**config.mk**
```make
export PLATFORM = sky130hd
export DESIGN_NAME = mem_lsu_initiator_flat
export DESIGN_NICKNAME = d
export VERILOG_FILES = /design/src/rtl/mem_lsu_initiator_pkg.sv /design/src/rtl/mem_lsu_initiator_if.sv /design/src/rtl/mem_lsu_initiator_align.sv /design/src/rtl/mem_lsu_initiator.sv /design/src/flat_wrapper.sv
export SDC_FILE = /design/constraint.sdc
export NUM_CORES = 1
export LEC_CHECK = 0
export CAP_MARGIN = 20
export CORE_ASPECT_RATIO = 1.1
export CORE_UTILIZATION = 48
export DETAILED_ROUTE_END_ITERATION = 6
export PLACE_DENSITY = 0.86
export SETUP_SLACK_MARGIN = 0.5
export SKIP_LAST_GASP = 1
export SLEW_MARGIN = 15
export SYNTH_ARGS = -nofsm -noshare
export SYNTH_HDL_FRONTEND = slang
export SYNTH_SLANG_ARGS = --single-unit
```
**constraint.sdc**
```tcl
create_clock -name clk -period 3.7 [get_ports clk]
set_input_delay 0.74 -clock clk [delete_from_list [all_inputs] [get_ports clk]]
set_output_delay 0.74 -clock clk [all_outputs]
set_load 0.05 [all_outputs]
```
**src/rtl/mem_lsu_initiator_pkg.sv**
```systemverilog
`default_nettype none
// ============================================================================
// Module : mem_lsu_initiator_pkg
// Brief  : funct3 access codes, LSU FSM state encoding and timer width.
// Rev    : 1.0 - initial release
// ============================================================================
package mem_lsu_initiator_pkg;

  localparam logic [2:0] c_f3_lb  = 3'b000;
  localparam logic [2:0] c_f3_lh  = 3'b001;
  localparam logic [2:0] c_f3_lw  = 3'b010;
  localparam logic [2:0] c_f3_lbu = 3'b100;
  localparam logic [2:0] c_f3_lhu = 3'b101;
  localparam logic [2:0] c_f3_sb  = 3'b000;
  localparam logic [2:0] c_f3_sh  = 3'b001;
  localparam logic [2:0] c_f3_sw  = 3'b010;

  // Wide enough for MAX_WAIT up to 255
  localparam int c_timer_w = 8;

  typedef enum logic [1:0] {
    S_IDLE  = 2'd0,
    S_ISSUE = 2'd1,
    S_WAIT  = 2'd2,
    S_DONE  = 2'd3
  } lsu_state_t;

endpackage
`default_nettype wire

```
**src/rtl/mem_lsu_initiator_if.sv**
```systemverilog
`default_nettype none
// ============================================================================
// Module : mem_lsu_initiator_if
// Brief  : Data-memory request/response bus (valid/ready request, valid response).
// Rev    : 1.0 - initial release
// ============================================================================
interface mem_lsu_initiator_if;
  logic        bus_req_valid;
  logic        bus_req_ready;
  logic        bus_req_we;
  logic [31:0] bus_req_addr;
  logic [31:0] bus_req_wdata;
  logic [3:0]  bus_req_be;
  logic        bus_rsp_valid;
  logic [31:0] bus_rsp_rdata;
  logic        bus_rsp_err;

  modport master (
    output bus_req_valid, bus_req_we, bus_req_addr, bus_req_wdata, bus_req_be,
    input  bus_req_ready, bus_rsp_valid, bus_rsp_rdata, bus_rsp_err
  );

  modport slave (
    input  bus_req_valid, bus_req_we, bus_req_addr, bus_req_wdata, bus_req_be,
    output bus_req_ready, bus_rsp_valid, bus_rsp_rdata, bus_rsp_err
  );
endinterface
`default_nettype wire

```
**src/rtl/mem_lsu_initiator_align.sv**
```systemverilog
`default_nettype none
// ============================================================================
// Module : lsu_align
// Brief  : Byte enables, store lane replication, fault detect and load extraction.
// Rev    : 1.0 - initial release
// ============================================================================
module lsu_align
  import mem_lsu_initiator_pkg::*;
(
  input  logic [2:0]  i_req_funct3,
  input  logic [1:0]  i_req_off,
  input  logic        i_req_store,
  input  logic [31:0] i_req_wdata,
  output logic [3:0]  o_req_be,
  output logic [31:0] o_req_wdata,
  output logic        o_req_fault,
  input  logic [2:0]  i_ld_funct3,
  input  logic [1:0]  i_ld_off,
  input  logic [31:0] i_ld_rdata,
  output logic [31:0] o_ld_data
);

  logic        w_misalign;
  logic        w_illegal;
  logic [31:0] w_lane;

  always_comb begin
    o_req_be    = 4'b1111;
    o_req_wdata = i_req_wdata;
    w_misalign  = 1'b0;
    case (i_req_funct3[1:0])
      2'b00: begin
        o_req_be    = 4'b0001 << i_req_off;
        o_req_wdata = {4{i_req_wdata[7:0]}};
      end
      2'b01: begin
        o_req_be    = 4'b0011 << i_req_off;
        o_req_wdata = {2{i_req_wdata[15:0]}};
        w_misalign  = i_req_off[0];
      end
      default: w_misalign = |i_req_off;
    endcase
  end

  // Size code 11 and LWU are never legal; stores have no unsigned variants
  assign w_illegal = (i_req_funct3[1:0] == 2'b11) || (i_req_funct3 == 3'b110) ||
                     (i_req_store && i_req_funct3[2]);
  assign o_req_fault = w_illegal || w_misalign;

  assign w_lane = i_ld_rdata >> {i_ld_off, 3'b000};

  always_comb begin
    o_ld_data = w_lane;
    case (i_ld_funct3)
      c_f3_lb:  o_ld_data = {{24{w_lane[7]}}, w_lane[7:0]};
      c_f3_lh:  o_ld_data = {{16{w_lane[15]}}, w_lane[15:0]};
      c_f3_lbu: o_ld_data = {24'b0, w_lane[7:0]};
      c_f3_lhu: o_ld_data = {16'b0, w_lane[15:0]};
      default:  o_ld_data = w_lane;
    endcase
  end

endmodule
`default_nettype wire

```
**src/rtl/mem_lsu_initiator.sv**
```systemverilog
`default_nettype none
// ============================================================================
// Module : mem_lsu_initiator
// Brief  : MEM-stage load/store initiator over a valid/ready bus with stall control.
// Rev    : 1.0 - initial release
// ============================================================================
module mem_lsu_initiator
  import mem_lsu_initiator_pkg::*;
#(
  parameter int MAX_WAIT = 255
) (
  input  logic                       clk,
  input  logic                       reset,
  input  logic                       mem_read_in,
  input  logic                       mem_write_in,
  input  logic [2:0]                 funct3_in,
  input  logic [31:0]                addr_in,
  input  logic [31:0]                wdata_in,
  input  logic [4:0]                 rd_in,
  input  logic                       regwrite_in,
  input  logic                       memtoreg_in,
  output logic                       stall_out,
  output logic [4:0]                 rd_out,
  output logic                       regwrite_out,
  output logic                       memtoreg_out,
  output logic [31:0]                load_data_out,
  output logic                       misalign_out,
  output logic                       bus_err_out,
  mem_lsu_initiator_if.master        bus
);

  localparam logic [c_timer_w-1:0] c_timeout = c_timer_w'(MAX_WAIT - 1);

  lsu_state_t            r_state;
  lsu_state_t            w_next;
  logic                  r_req_valid;
  logic                  r_req_we;
  logic [31:0]           r_req_addr;
  logic [31:0]           r_req_wdata;
  logic [3:0]            r_req_be;
  logic [2:0]            r_funct3;
  logic [1:0]            r_off;
  logic [4:0]            r_rd;
  logic                  r_regwrite;
  logic                  r_memtoreg;
  logic [c_timer_w-1:0]  r_timer;

  logic                  w_op;
  logic                  w_fault;
  logic                  w_accept;
  logic                  w_timeout;
  logic [3:0]            w_be;
  logic [31:0]           w_wdata;
  logic [31:0]           w_ld_data;

  assign w_op      = mem_read_in || mem_write_in;
  assign w_accept  = r_req_valid && bus.bus_req_ready;
  assign w_timeout = (r_timer == c_timeout);

  lsu_align u_align (
    .i_req_funct3 (funct3_in),
    .i_req_off    (addr_in[1:0]),
    .i_req_store  (mem_write_in),
    .i_req_wdata  (wdata_in),
    .o_req_be     (w_be),
    .o_req_wdata  (w_wdata),
    .o_req_fault  (w_fault),
    .i_ld_funct3  (r_funct3),
    .i_ld_off     (r_off),
    .i_ld_rdata   (bus.bus_rsp_rdata),
    .o_ld_data    (w_ld_data)
  );

  assign bus.bus_req_valid = r_req_valid;
  assign bus.bus_req_we    = r_req_we;
  assign bus.bus_req_addr  = r_req_addr;
  assign bus.bus_req_wdata = r_req_wdata;
  assign bus.bus_req_be    = r_req_be;

  always_ff @(posedge clk) begin
    if (reset) r_state <= S_IDLE;
    else       r_state <= w_next;
  end

  always_comb begin
    w_next    = r_state;
    stall_out = 1'b0;
    case (r_state)
      S_IDLE: begin
        if (w_op && !w_fault) begin
          stall_out = 1'b1;
          w_next    = S_ISSUE;
        end
      end
      S_ISSUE: begin
        stall_out = 1'b1;
        if (w_accept) w_next = S_WAIT;
      end
      S_WAIT: begin
        stall_out = 1'b1;
        if (bus.bus_rsp_valid || w_timeout) w_next = S_DONE;
      end
      S_DONE:  w_next = S_IDLE;
      default: w_next = S_IDLE;
    endcase
  end

  always_ff @(posedge clk) begin
    if (reset) begin
      r_req_valid   <= 1'b0;
      r_req_we      <= 1'b0;
      r_req_addr    <= '0;
      r_req_wdata   <= '0;
      r_req_be      <= '0;
      r_funct3      <= '0;
      r_off         <= '0;
      r_rd          <= '0;
      r_regwrite    <= 1'b0;
      r_memtoreg    <= 1'b0;
      r_timer       <= '0;
      rd_out        <= '0;
      regwrite_out  <= 1'b0;
      memtoreg_out  <= 1'b0;
      load_data_out <= '0;
      misalign_out  <= 1'b0;
      bus_err_out   <= 1'b0;
    end else begin
      misalign_out <= 1'b0;
      bus_err_out  <= 1'b0;
      case (r_state)
        S_IDLE: begin
          if (!w_op || w_fault) begin
            rd_out       <= rd_in;
            regwrite_out <= regwrite_in && !w_op;
            memtoreg_out <= memtoreg_in;
            misalign_out <= w_op;
          end else begin
            r_req_valid <= 1'b1;
            r_req_we    <= mem_write_in;
            r_req_addr  <= {addr_in[31:2], 2'b00};
            r_req_wdata <= w_wdata;
            r_req_be    <= w_be;
            r_funct3    <= funct3_in;
            r_off       <= addr_in[1:0];
            r_rd        <= rd_in;
            r_regwrite  <= regwrite_in;
            r_memtoreg  <= memtoreg_in;
          end
        end
        S_ISSUE: begin
          if (w_accept) begin
            r_req_valid <= 1'b0;
            r_timer     <= '0;
          end
        end
        S_WAIT: begin
          r_timer <= r_timer + 1'b1;
          // MEM/WB is loaded on leaving WAIT so the result is visible during DONE
          if (bus.bus_rsp_valid) begin
            rd_out        <= r_rd;
            memtoreg_out  <= r_memtoreg;
            regwrite_out  <= r_regwrite && !bus.bus_rsp_err;
            load_data_out <= bus.bus_rsp_err ? 32'h0 : w_ld_data;
            bus_err_out   <= bus.bus_rsp_err;
          end else if (w_timeout) begin
            rd_out        <= r_rd;
            memtoreg_out  <= r_memtoreg;
            regwrite_out  <= 1'b0;
            load_data_out <= 32'h0;
            bus_err_out   <= 1'b1;
          end
        end
        S_DONE: regwrite_out <= 1'b0;
        default: ;
      endcase
    end
  end

endmodule
`default_nettype wire

```
**src/flat_wrapper.sv**
```systemverilog
// flat-port wrapper written by rule: the top's interface ports become plain ports
module mem_lsu_initiator_flat import mem_lsu_initiator_pkg::*;
#(
  parameter int MAX_WAIT = 255
)
  (clk, reset, mem_read_in, mem_write_in, funct3_in, addr_in, wdata_in, rd_in, regwrite_in, memtoreg_in, stall_out, rd_out, regwrite_out, memtoreg_out, load_data_out, misalign_out, bus_err_out, bus_bus_req_valid, bus_bus_req_we, bus_bus_req_addr, bus_bus_req_wdata, bus_bus_req_be, bus_bus_req_ready, bus_bus_rsp_valid, bus_bus_rsp_rdata, bus_bus_rsp_err);
  mem_lsu_initiator_if bus_i ();
  input  logic clk;
  input  logic reset;
  input  logic mem_read_in;
  input  logic mem_write_in;
  input  logic [2:0] funct3_in;
  input  logic [31:0] addr_in;
  input  logic [31:0] wdata_in;
  input  logic [4:0] rd_in;
  input  logic regwrite_in;
  input  logic memtoreg_in;
  output logic stall_out;
  output logic [4:0] rd_out;
  output logic regwrite_out;
  output logic memtoreg_out;
  output logic [31:0] load_data_out;
  output logic misalign_out;
  output logic bus_err_out;
  output wire logic [$bits(bus_i.bus_req_valid)-1:0] bus_bus_req_valid;
  output wire logic [$bits(bus_i.bus_req_we)-1:0] bus_bus_req_we;
  output wire logic [$bits(bus_i.bus_req_addr)-1:0] bus_bus_req_addr;
  output wire logic [$bits(bus_i.bus_req_wdata)-1:0] bus_bus_req_wdata;
  output wire logic [$bits(bus_i.bus_req_be)-1:0] bus_bus_req_be;
  input wire logic [$bits(bus_i.bus_req_ready)-1:0] bus_bus_req_ready;
  input wire logic [$bits(bus_i.bus_rsp_valid)-1:0] bus_bus_rsp_valid;
  input wire logic [$bits(bus_i.bus_rsp_rdata)-1:0] bus_bus_rsp_rdata;
  input wire logic [$bits(bus_i.bus_rsp_err)-1:0] bus_bus_rsp_err;
  assign bus_bus_req_valid = bus_i.bus_req_valid;
  assign bus_bus_req_we = bus_i.bus_req_we;
  assign bus_bus_req_addr = bus_i.bus_req_addr;
  assign bus_bus_req_wdata = bus_i.bus_req_wdata;
  assign bus_bus_req_be = bus_i.bus_req_be;
  assign bus_i.bus_req_ready = bus_bus_req_ready;
  assign bus_i.bus_rsp_valid = bus_bus_rsp_valid;
  assign bus_i.bus_rsp_rdata = bus_bus_rsp_rdata;
  assign bus_i.bus_rsp_err = bus_bus_rsp_err;
  mem_lsu_initiator #(.MAX_WAIT(MAX_WAIT)) u_core (.clk(clk), .reset(reset), .mem_read_in(mem_read_in), .mem_write_in(mem_write_in), .funct3_in(funct3_in), .addr_in(addr_in), .wdata_in(wdata_in), .rd_in(rd_in), .regwrite_in(regwrite_in), .memtoreg_in(memtoreg_in), .stall_out(stall_out), .rd_out(rd_out), .regwrite_out(regwrite_out), .memtoreg_out(memtoreg_out), .load_data_out(load_data_out), .misalign_out(misalign_out), .bus_err_out(bus_err_out), .bus(bus_i));
endmodule
```
== Word-level counts from Yosys, hierarchy flattened ==
Index checks and enable logic that the tools add are counted.

* Output and inout bits: 112
* Input bits: 113
* Register bits after elaboration: 131

* Multiplexer cells: 32
* $add $sub $neg: 1
* Shift operators: 3
* Bitwise gates (word level): 3
* Reductions and logical operators: 33
* Equal/unequal tests: 16

{| class="wikitable"
|+ Operators with widths
! kind !! number
|-
| $pmux W32 S4 || 1
|-
| $mux W32 || 3
|-
| $pmux W32 S2 || 1
|-
| $shr A32 B5 Y32 || 1
|-
| $pmux W8 S2 || 1
|-
| $mux W5 || 3
|-
| $reduce_and A3 Y1 || 4
|-
| $mux W1 || 11
|-
| $pmux W5 S2 || 1
|-
| $eq A3 B3 Y1 const B || 3
|-
| $add A8 B1 Y8 const B || 1
|-
| $eq A8 B8 Y1 const B || 1
|-
| $mux W8 || 1
|-
| $ne A2 B1 Y1 const B || 4
|-
| $pmux W1 S2 || 4
|-
| $pmux W2 S4 || 1
|-
| $pmux W4 S2 || 1
|-
| $reduce_bool A2 Y1 || 4
|-
| $eq A2 B2 Y1 const B || 3
|-
| $logic_or A1 B1 Y1 || 6
|-
| $mux W2 || 3
|-
| $reduce_and A2 Y1 || 3
|-
| $reduce_or A2 Y1 || 3
|-
| $logic_and A1 B1 Y1 || 5
|-
| other kinds (13) || 19
|}

== Logic depth before layout (Yosys ltp) ==
Gate-level depths: netlist (run 1).

* Word-level depth: 8
* Mapped depth: 8
* Mapped depth without buffers: 6

== Hierarchy ==
From an unflattened synthesis (run 1), not the netlist that was laid out.

* Cell total of the unflattened synthesis: 719
* Area total of the unflattened synthesis: 5,973.2 um^2

{| class="wikitable"
|+ By module, submodules not included
! module !! seq. area each (um^2) !! instances !! area an instance (um^2) !! cells an instance
|-
| mem_lsu_initiator || 2,622.5 || 1 || 4,800.9 || 548
|-
| lsu_align || 0.0 || 1 || 1,172.4 || 171
|}

== Least setup slack after synthesis (run 1) ==
Ideal clock, no wire load.

* Path type: input to output
* Start point: input funct3_in[1]
* End point: output stall_out
* Required time: 2.960 ns
* Path slack: 0.485 ns
* Buffers on the path: 3
* Stages: 7
* Arrival time: 2.475 ns
* Path through: o21ai_1 -> and2_1 -> clkbuf_1 -> buf_2 -> buf_2 -> a21oi_1 -> nor2_1

* Cells in the longest elaborated chain, start to end: 8
* Elaborated cells on any way between the ends: 12
* Classes of those cells: 3 x eq/ne; 3 x mux; 6 x reduce/logical

{| class="wikitable"
|+ RTL lines
! item !! line !! RTL
|-
| start: declaration || flat_wrapper.sv:12 || <nowiki>input logic [2:0] funct3_in;</nowiki>
|-
| $eq A3 B3 Y1 / $eq A2 B2 Y1 (equally long branches) || mem_lsu_initiator_align.sv:46 || <nowiki>assign w_illegal = (i_req_funct3[1:0] == 2'b11) || (i_req_funct3 == 3'b110) ||</nowiki>
|-
| $logic_or A1 B1 Y1 (2 in series) || mem_lsu_initiator_align.sv:46 ||
|-
| $logic_or A1 B1 Y1 (*) || mem_lsu_initiator_align.sv:48 || <nowiki>assign o_req_fault = w_illegal || w_misalign;</nowiki>
|-
| $logic_not A1 Y1 (*) || mem_lsu_initiator.sv:90 || <nowiki>if (w_op && !w_fault) begin</nowiki>
|-
| $logic_and A1 B1 Y1 (*) || mem_lsu_initiator.sv:90 ||
|-
| $mux W1 (*) || mem_lsu_initiator.sv:90 ||
|-
| $pmux W1 S2 (*) || mem_lsu_initiator.sv:88 || <nowiki>case (r_state)</nowiki>
|-
| end: declaration || flat_wrapper.sv:18 || <nowiki>output logic stall_out;</nowiki>
|}

Mark *: on every way between the ends. The rest lies on a longest branch, timed or not.

== Worst setup path after layout (run 1) ==
* Start point: input mem_write_in
* End point: output stall_out

* Cells in the longest elaborated chain, start to end: 7
* Elaborated cells on any way between the ends: 8
* Classes of those cells: 2 x mux; 6 x reduce/logical

{| class="wikitable"
|+ RTL lines
! item !! line !! RTL
|-
| start: declaration || flat_wrapper.sv:11 || <nowiki>input logic mem_write_in;</nowiki>
|-
| $logic_and A1 B1 Y1 || mem_lsu_initiator_align.sv:47 || <nowiki>(i_req_store && i_req_funct3[2]);</nowiki>
|-
| $logic_or A1 B1 Y1 || mem_lsu_initiator_align.sv:46 ||
|-
| $logic_or A1 B1 Y1 || mem_lsu_initiator_align.sv:48 ||
|-
| $logic_not A1 Y1 || mem_lsu_initiator.sv:90 ||
|-
| $logic_and A1 B1 Y1 (*) || mem_lsu_initiator.sv:90 ||
|-
| $mux W1 (*) || mem_lsu_initiator.sv:90 ||
|-
| $pmux W1 S2 (*) || mem_lsu_initiator.sv:88 ||
|}

Marked as above.

==> results by group, run 1 <==
Outcome
  • Status: finished clean

Drt
  • WL per Instance: 18.4 um
  • 1st-iter DRT viols: 568
  • Detail Route Antenna Nets: 0
  • Initial DRT Pass Iterations: 7
  • Post-route DRC: 0
  • Vias per cell: 5.86
  • Post-Route WL: 19,500 um
  • Via count: 6,233

STA
  • Pins Over Slew Limit: 0
  • Clk_skew: 0.00461 ns
  • Tcrit/Tclk final: 0.791
  • Period minus WS final: 2.93 ns
  • Slew margin rel.: 0.413
  • Fmax achieved: 342 MHz
  • # setup viols final: 0
  • Worst slew pin tran: 0.880 ns
  • RSZ-0062 raised after global routing: false
  • Endpoints failing hold: 0
  • Setup TNS: 0 ns
  • Setup ws final: 0.773 ns

Critical path
  • Crit path arrival time: 2.19 ns
  • Slowest stage delay, CP: 0.48 ns
  • Worst r2r path cells: 5
  • RR Endpoint: u_core.load_data_out[23]$_SDFFE_PP0P_
  • Critical path launch point type: input pin
  • Flop2flop setup slack: 1.04 ns
  • CP required: 2.96 ns
  • Worst Setup End Kind: output port
  • Slowest CP cell: clkdlybuf4s50_1
  • CP Max Fanout: 5
  • Reg2reg start: u_core.r_state[0]$_SDFFE_PP0P_
  • Crit path kind: in2out
  • CP cell instances: clkdlybuf4s50_1 -> or2_1 -> and3_2 -> a21oi_1 -> nor2_2 -> buf_12
  • Setup crit start: mem_write_in
  • Critical path destination: stall_out

Synth
  • Yosys cell types: 56
  • EDFF count, synth: 0
  • Largest area contributor in the synthesized netlist: dfxtp_1
  • Syn Area/Cell: 8.50 um2
  • Largest cells by area after synthesis: dfxtp_1 44%, a21oi_1 8.0%, o21ai_0 7.4%
  • Post-synthesis cell count: 707
  • Top_reg_cell synth: dfxtp_1
  • Yosys reg bits: 131
  • Mapped Area: 6010 um2
  • Post-synthesis sequential area ratio: 0.436
  • Yosys top cell area share: 0.436
  • Async SR Flop Fraction: 0
  • Synth warn: 0

Clock network
  • Worst-skew pair later-pin latency: 0.41 ns
  • Post-CTS Setup Repair Bufs: 0
  • CTS sink count: 131
  • Post_cts resized: 0
  • Clk root buf: clkbuf_16
  • Hold-fix buffers, CTS: 0
  • Clock transition at the registers of the reported paths: 0.05 ns
  • Total CTS buffers: 17
  • Clock tree from TritonCTS: built
  • Clock Path Buffers: 2
  • H-tree levels: 4

Pwr
  • Clock share of power: 0.325
  • Comb power frac: 0.347
  • Maximum VDD drop: 0.330 mV
  • LEAKAGE: 3.16 nW
  • Sw Share: 0.362
  • Share of power burned in registers: 0.328
  • Sw power: 0.00185 W
  • Pwr/cell area: 576 nW/um2
  • Cell-internal power: 0.00326 W

Floorplanning
  • Rows: 42
  • Die Wd: 109 um
  • Core ar.: 12,100 um2
  • Die H: 119 um
  • Die ar.: 13,000 um2
  • I/O pin total: 225
  • Effective utilization at floorplan: 0.495

Finish
  • Layout cell share with drive strength beyond 1: 0.0748
  • Layout area overhead: 47.6%
  • Core Util, Final: 0.731
  • Fin nets: 1,018
  • N_diodes: 0

Min path
  • Worst hold path class: reg2reg

GRT
  • Antenna violations before repair: 0
  • GRT Total Usage: 0.303
  • Overflow after GRT: 0
  • First-pass GRT wire length: 30,500 um
  • Vias in the first global route: 5,964
  • Largest net degree at the start of global routing: 84

Run
  • Max-Cap Viols: 0

Place
  • DP Wirelength: 13,200 um
  • # port buffers: 222
  • Setup Slack @ Placement: 0.501 ns
  • GPL Wtd Cong: 0.868
==> per-stage QoR <==
stage | hold slack, ns | total power, W | cell area, um2 | std cells
after CTS | 0.471 | 0.00512 | 8870 | 1063
after global placement | 0.456 | 0.00344 | 8290 | 1032
after global routing | 0.484 | 0.00531 | 8870 | 1063
after detailed placement | 0.463 | 0.00345 | 8290 | 1032
final | 0.469 | 0.00511 | 8870 | 1063
after floorplan | 0.451 | 0.00281 | 6020 | 708
==> registers in the layout, summed over array words and instances (netlist names) <==
register                  cells
u_core.r_off                  2
u_core.regwrite_out           1
u_core.memtoreg_out           1
u_core.bus.bus_req_we         1
u_core.bus.bus_req_valid      1
u_core.rd_out                 5
u_core.r_state                2
u_core.r_rd                   5
u_core.load_data_out         32
u_core.misalign_out           1
u_core.bus_err_out            1
u_core.r_memtoreg             1
u_core.bus.bus_req_wdata     32
u_core.r_funct3               3
u_core.bus.bus_req_addr      30
u_core.r_regwrite             1
u_core.bus.bus_req_be         4
u_core.r_timer                8
==> cell families after synthesis <==
group | after synthesis | share of synthesized area
AND/OR/NAND/NOR | 164 | 0.137
buffers and inverters | 84 | 0.0573
multiplexers | 44 | 0.0808
other | 1 | 0.000624
flip-flops | 131 | 0.436
adder cells (fa/ha/maj) | 8 | 0.0167
XOR/XNOR | 5 | 0.00729
AO/OA/AOI/OAI | 270 | 0.264
==> layout by cell type, fill, tap and decap left out, types with 8 or more instances in the layout <==
cell type and instances:
a311oi_1 8, a31oi_1 8, ha_1 8, a221oi_1 8, inv_1 16, nor2_1 16
clkdlybuf4s50_1 220, nand4_1 8, mux2_2 15, o21ai_0 89, mux2i_1 26, nand3_1 53
nand2_1 45, dfxtp_1 131, a211oi_1 12, buf_4 16, a21oi_1 96, a22oi_1 17
or3_1 9, clkbuf_16 17
==> synth_stat cells, types with 3 or more instances <==
cell and count:
nand2_1 46, a221oi_1 9, a22oi_1 17, or3_1 9
nor2_1 17, ha_1 8, o21ai_1 3, mux2i_1 26
o211ai_1 7, nand2b_1 5, a31oi_1 8, a211oi_1 12
mux2_2 15, o21ai_0 89, buf_2 5, clkbuf_1 48
inv_1 16, a21oi_1 96, buf_1 10, dfxtp_1 131
a22o_1 7, nand4_1 8, nor3_1 4, and4_1 3
xnor2_1 5, nand3_1 54, a311oi_1 8, nor4_1 3
==> power by group through the flow <==
stage	Sequential [W]	Combinational [W]	Clock, W
floorplan	0.00213	0.000681	0
global placement	0.00170	0.00174	0
CTS	0.00167	0.00177	0.00168
detailed placement	0.00170	0.00176	0
global route	0.00169	0.00188	0.00173
finish	0.00167	0.00177	0.00166
==> worst max-delay path, delay by kind of cell <==
family,cells,cell delay [ns]
AOI/OAI and AO/OA,1,0.19
buffers and inverters,2,0.63
and+or+nand+nor,3,0.63
==> how the worst min path moves through the flow <==
stage	start	to	slack [ns]	cells after the start
2_1_floorplan	u_core.r_memtoreg$_SDFFE_PP0P_	u_core.r_memtoreg$_SDFFE_PP0P_	0.45	2
3_3_place_gp	u_core.memtoreg_out$_SDFFE_PP0P_	u_core.memtoreg_out$_SDFFE_PP0P_	0.46	2
4_1_cts	u_core.r_rd[4]$_SDFFE_PP0P_	u_core.r_rd[4]$_SDFFE_PP0P_	0.47	2
6_report	u_core.r_memtoreg$_SDFFE_PP0P_	u_core.r_memtoreg$_SDFFE_PP0P_	0.47	2
5_1_grt	u_core.r_rd[4]$_SDFFE_PP0P_	u_core.r_rd[4]$_SDFFE_PP0P_	0.48	2
3_5_place_dp	u_core.r_memtoreg$_SDFFE_PP0P_	u_core.r_memtoreg$_SDFFE_PP0P_	0.46	2
==> final cells by class <==
cell class | instances | area (um2)
Fill cell | 930 | 3270
Multi-Input combinational cell | 493 | 3070
Sequential cell | 131 | 2620
Timing Repair Buffer | 237 | 2340
Clock buffer | 27 | 513
Tap cell | 154 | 193
Clock inverter | 4 | 70.1
Inverter | 17 | 63.8
==> metal layers <==
layer / track usage / vias to the layer above / part of all wire
li1: - / 2975 / -
met1: 0.356 / 2919 / 0.38
met2: 0.483 / 289 / 0.49
met3: 0.110 / 50 / 0.090
met4: 0.152 / 0 / 0.033
met5: 0 / - / 0
Note: power is estimated with default switching activity, not from simulation.
==> run 2, diff against run 1 <==
--- a/config.mk
+++ b/config.mk
@@ -7,9 +7,9 @@
 export LEC_CHECK = 0
 export CAP_MARGIN = 20
 export CORE_ASPECT_RATIO = 1.1
-export CORE_UTILIZATION = 48
+export CORE_UTILIZATION = 45
 export DETAILED_ROUTE_END_ITERATION = 6
-export PLACE_DENSITY = 0.86
+export PLACE_DENSITY = 0.81
 export SETUP_SLACK_MARGIN = 0.5
 export SKIP_LAST_GASP = 1
 export SLEW_MARGIN = 15
==> constraint.sdc (replaced) <==
create_clock -name clk -period 2.8 [get_ports clk]
set_input_delay 0.56 -clock clk [delete_from_list [all_inputs] [get_ports clk]]
set_output_delay 0.56 -clock clk [all_outputs]
set_load 0.05 [all_outputs]
==> results by group, run 2 (synthesis results as in run 1) <==
STA
  • Setup TNS: 0 ns (unchanged)
  • Tcrit/Tclk final: 0.822
  • RSZ-0062 raised after global routing: false
  • Period minus WS final: 2.30 ns
  • Fmax achieved: 435 MHz
  • Setup ws final: 0.499 ns (-0.274 ns)
  • Clk_skew: 0.00759 ns (+0.00298 ns)
  • Pins Over Slew Limit: 0 (unchanged)
  • Slew margin rel.: 0.449 (+0.0354)
  • # setup viols final: 0 (unchanged)
  • Worst slew pin tran: 0.827 ns (-0.0531 ns)
  • Endpoints failing hold: 0 (unchanged)

Place
  • GPL Wtd Cong: 0.867 (-0.17%)
  • DP Wirelength: 13,800 um (+5.2%)
  • Placed Cells: 1,041 (+0.87%)
  • Setup Slack @ Placement: 0.0750 ns (-0.426 ns)
  • # port buffers: 222 (unchanged)

GRT
  • Largest net degree at the start of global routing: 80 (-4.8%)
  • GRT Total Usage: 0.296 (-0.00712)
  • Vias in the first global route: 6,275 (+5.2%)
  • First-pass GRT wire length: 32,200 um (+5.6%)
  • Overflow after GRT: 0 (unchanged)
  • Antenna violations before repair: 0 (unchanged)

Critical path
  • Largest delay contributor family on the critical path: buffers and inverters
  • Slowest CP cell: clkdlybuf4s50_1
  • Crit path arrival time: 1.74 ns (-0.45 ns)
  • CP bufs+invs: 2 (unchanged)
  • Critical path launch point type: input pin
  • Slowest stage delay, CP: 0.55 ns (+0.07 ns)
  • RR Endpoint: u_core.rd_out[2]$_SDFFE_PP0P_
  • CP cell instances: clkdlybuf4s50_1 -> o21ai_2 -> and3_4 -> a21oi_4 -> nor2_4 -> buf_12
  • Crit path kind: in2out
  • Worst r2r path cells: 7 (+2)
  • CP required: 2.24 ns (-0.72 ns)
  • Flop2flop setup slack: 0.65 ns (-0.39 ns)
  • Worst Setup End Kind: output port
  • CP Max Fanout: 2 (-3)
  • Reg2reg start: u_core.r_state[1]$_SDFFE_PP0P_

Clock network
  • H-tree levels: 4 (unchanged)
  • Clock Path Buffers: 2 (unchanged)
  • Worst-skew pair later-pin latency: 0.42 ns (about the same)
  • Clock transition at the registers of the reported paths: 0.06 ns (about the same)
  • CTS sink count: 131 (unchanged)
  • Total CTS buffers: 17 (unchanged)
  • Clock tree from TritonCTS: built
  • Clk root buf: clkbuf_16

Finish
  • Fin nets: 1,027 (+0.88%)
  • Layout area overhead: 50.6%
  • N_diodes: 0 (unchanged)
  • Commonest non-fill, non-tap cells in the layout: 214 x clkdlybuf4s50_1, 130 x dfxtp_1, 95 x a21oi_1
  • Layout cell share with drive strength beyond 1: 0.0979 (+0.0231)
  • Commonest non-fill, non-tap cell in the layout: clkdlybuf4s50_1
  • Core Util, Final: 0.707 (-0.0237)
  • Post-Layout Cell Count: 1,076 (+1.2%)

Floorplanning
  • Die ar.: 13,800 um2 (+6.5%)
  • Effective utilization at floorplan: 0.469 (-0.0257)
  • I/O pin total: 225 (unchanged)
  • Core ar.: 12,800 um2 (+5.5%)
  • Die H: 123 um (+3.2%)
  • Die Wd: 112 um (+3.2%)
  • Rows: 43 (+2.4%)

Drt
  • Via count: 6,430 (+3.2%)
  • WL per Instance: 19.2 um (+4.5%)
  • Initial DRT Pass Iterations: 7 (unchanged)
  • Detail Route Antenna Nets: 0 (unchanged)
  • Post-Route WL: 20,700 um (+5.8%)
  • Vias per cell: 5.98 (+1.9%)
  • 1st-iter DRT viols: 706 (+24%)
  • Post-route DRC: 10 (+10)

Pwr
  • Total power: 0.00696 W (+36%)
  • Pwr/cell area: 769 nW/um2 (+33%)
  • LEAKAGE: 3.24 nW (+2.6%)
  • Maximum VDD drop: 0.516 mV (+56%)

Min path
  • Worst hold path class: reg2reg
  • WHS Path Cells: 2 (unchanged)
  • Hold path startpoint: u_core.r_rd[1]$_SDFFE_PP0P_
  • Worst Hold End: u_core.r_rd[1]$_SDFFE_PP0P_

Run
  • Max-Cap Viols: 0 (unchanged)

Outcome
  • Status: finished, violations left
  • Violated checks: DRC
==> run 2: cell types whose count changed in the layout (fill, tap and decap cells not counted), moves of 4 or more <==
cell and change:
buf_4 +6, clkbuf_1 -5, clkdlybuf4s50_1 -6, clkinvlp_4 +6, dlygate4sd2_1 +4
==> run 2: stage by stage <==
stage / area, um2 / hold WS (ns)
after global routing: 9050 / 0.485
after CTS: 9020 / 0.474
after detailed placement: 8370 / 0.466
final: 9050 / 0.476
after floorplan: 6030 / 0.451
after global placement: 8370 / 0.458
==> run 2: cell type report <==
type / count / area [um2]
fill: 989 / 3750
inverter: 17 / 63.8
clock inverter: 13 / 159
clock buffer: 19 / 453
sequential: 131 / 2620
timing repair buffer: 246 / 2440
multi-input combinational: 493 / 3120
tap: 157 / 196
==> run 2: how the worst max path moves through the flow <==
stage / start / end / cells past startpoint
final: funct3_in[2] / stall_out / 6
after global routing: funct3_in[2] / stall_out / 6
after CTS: funct3_in[0] / stall_out / 6
after detailed placement: funct3_in[1] / u_core.bus.bus_req_wdata[11]$_SDFFE_PP0P_ / 7
after global placement: funct3_in[1] / u_core.bus.bus_req_wdata[12]$_SDFFE_PP0P_ / 7
after floorplan: addr_in[1] / stall_out / 7
==> run 2: what timing repair did <==
action,in CTS,in global routing
pin swaps,3,1
buffers inserted,2,1
hold buffers,0,0
gates resized for setup,12,6
setup endpoints to repair,2,16
==> run 2: power by group <==
group	internal [W]	switching, W	leakage [nW]
Sequential	0.00207	0.000140	1.07
Clock	0.00144	0.000846	0.283
Combinational	0.000882	0.00158	1.89
Total	0.00440	0.00257	3.24
==> run 2: metal layers <==
metal  routed length, um  GRT usage
met2               10300      0.510
met5                   0          0
met3                1850     0.0995
met1                7950      0.341
met4                 562      0.117
==> run 2: tightest hold or removal path, delay by kind of cell, from the launching register on <==
family / cells / cell delay (ns)
DFF: 1 / 0.30
AOI/OAI and AO/OA: 2 / 0.12
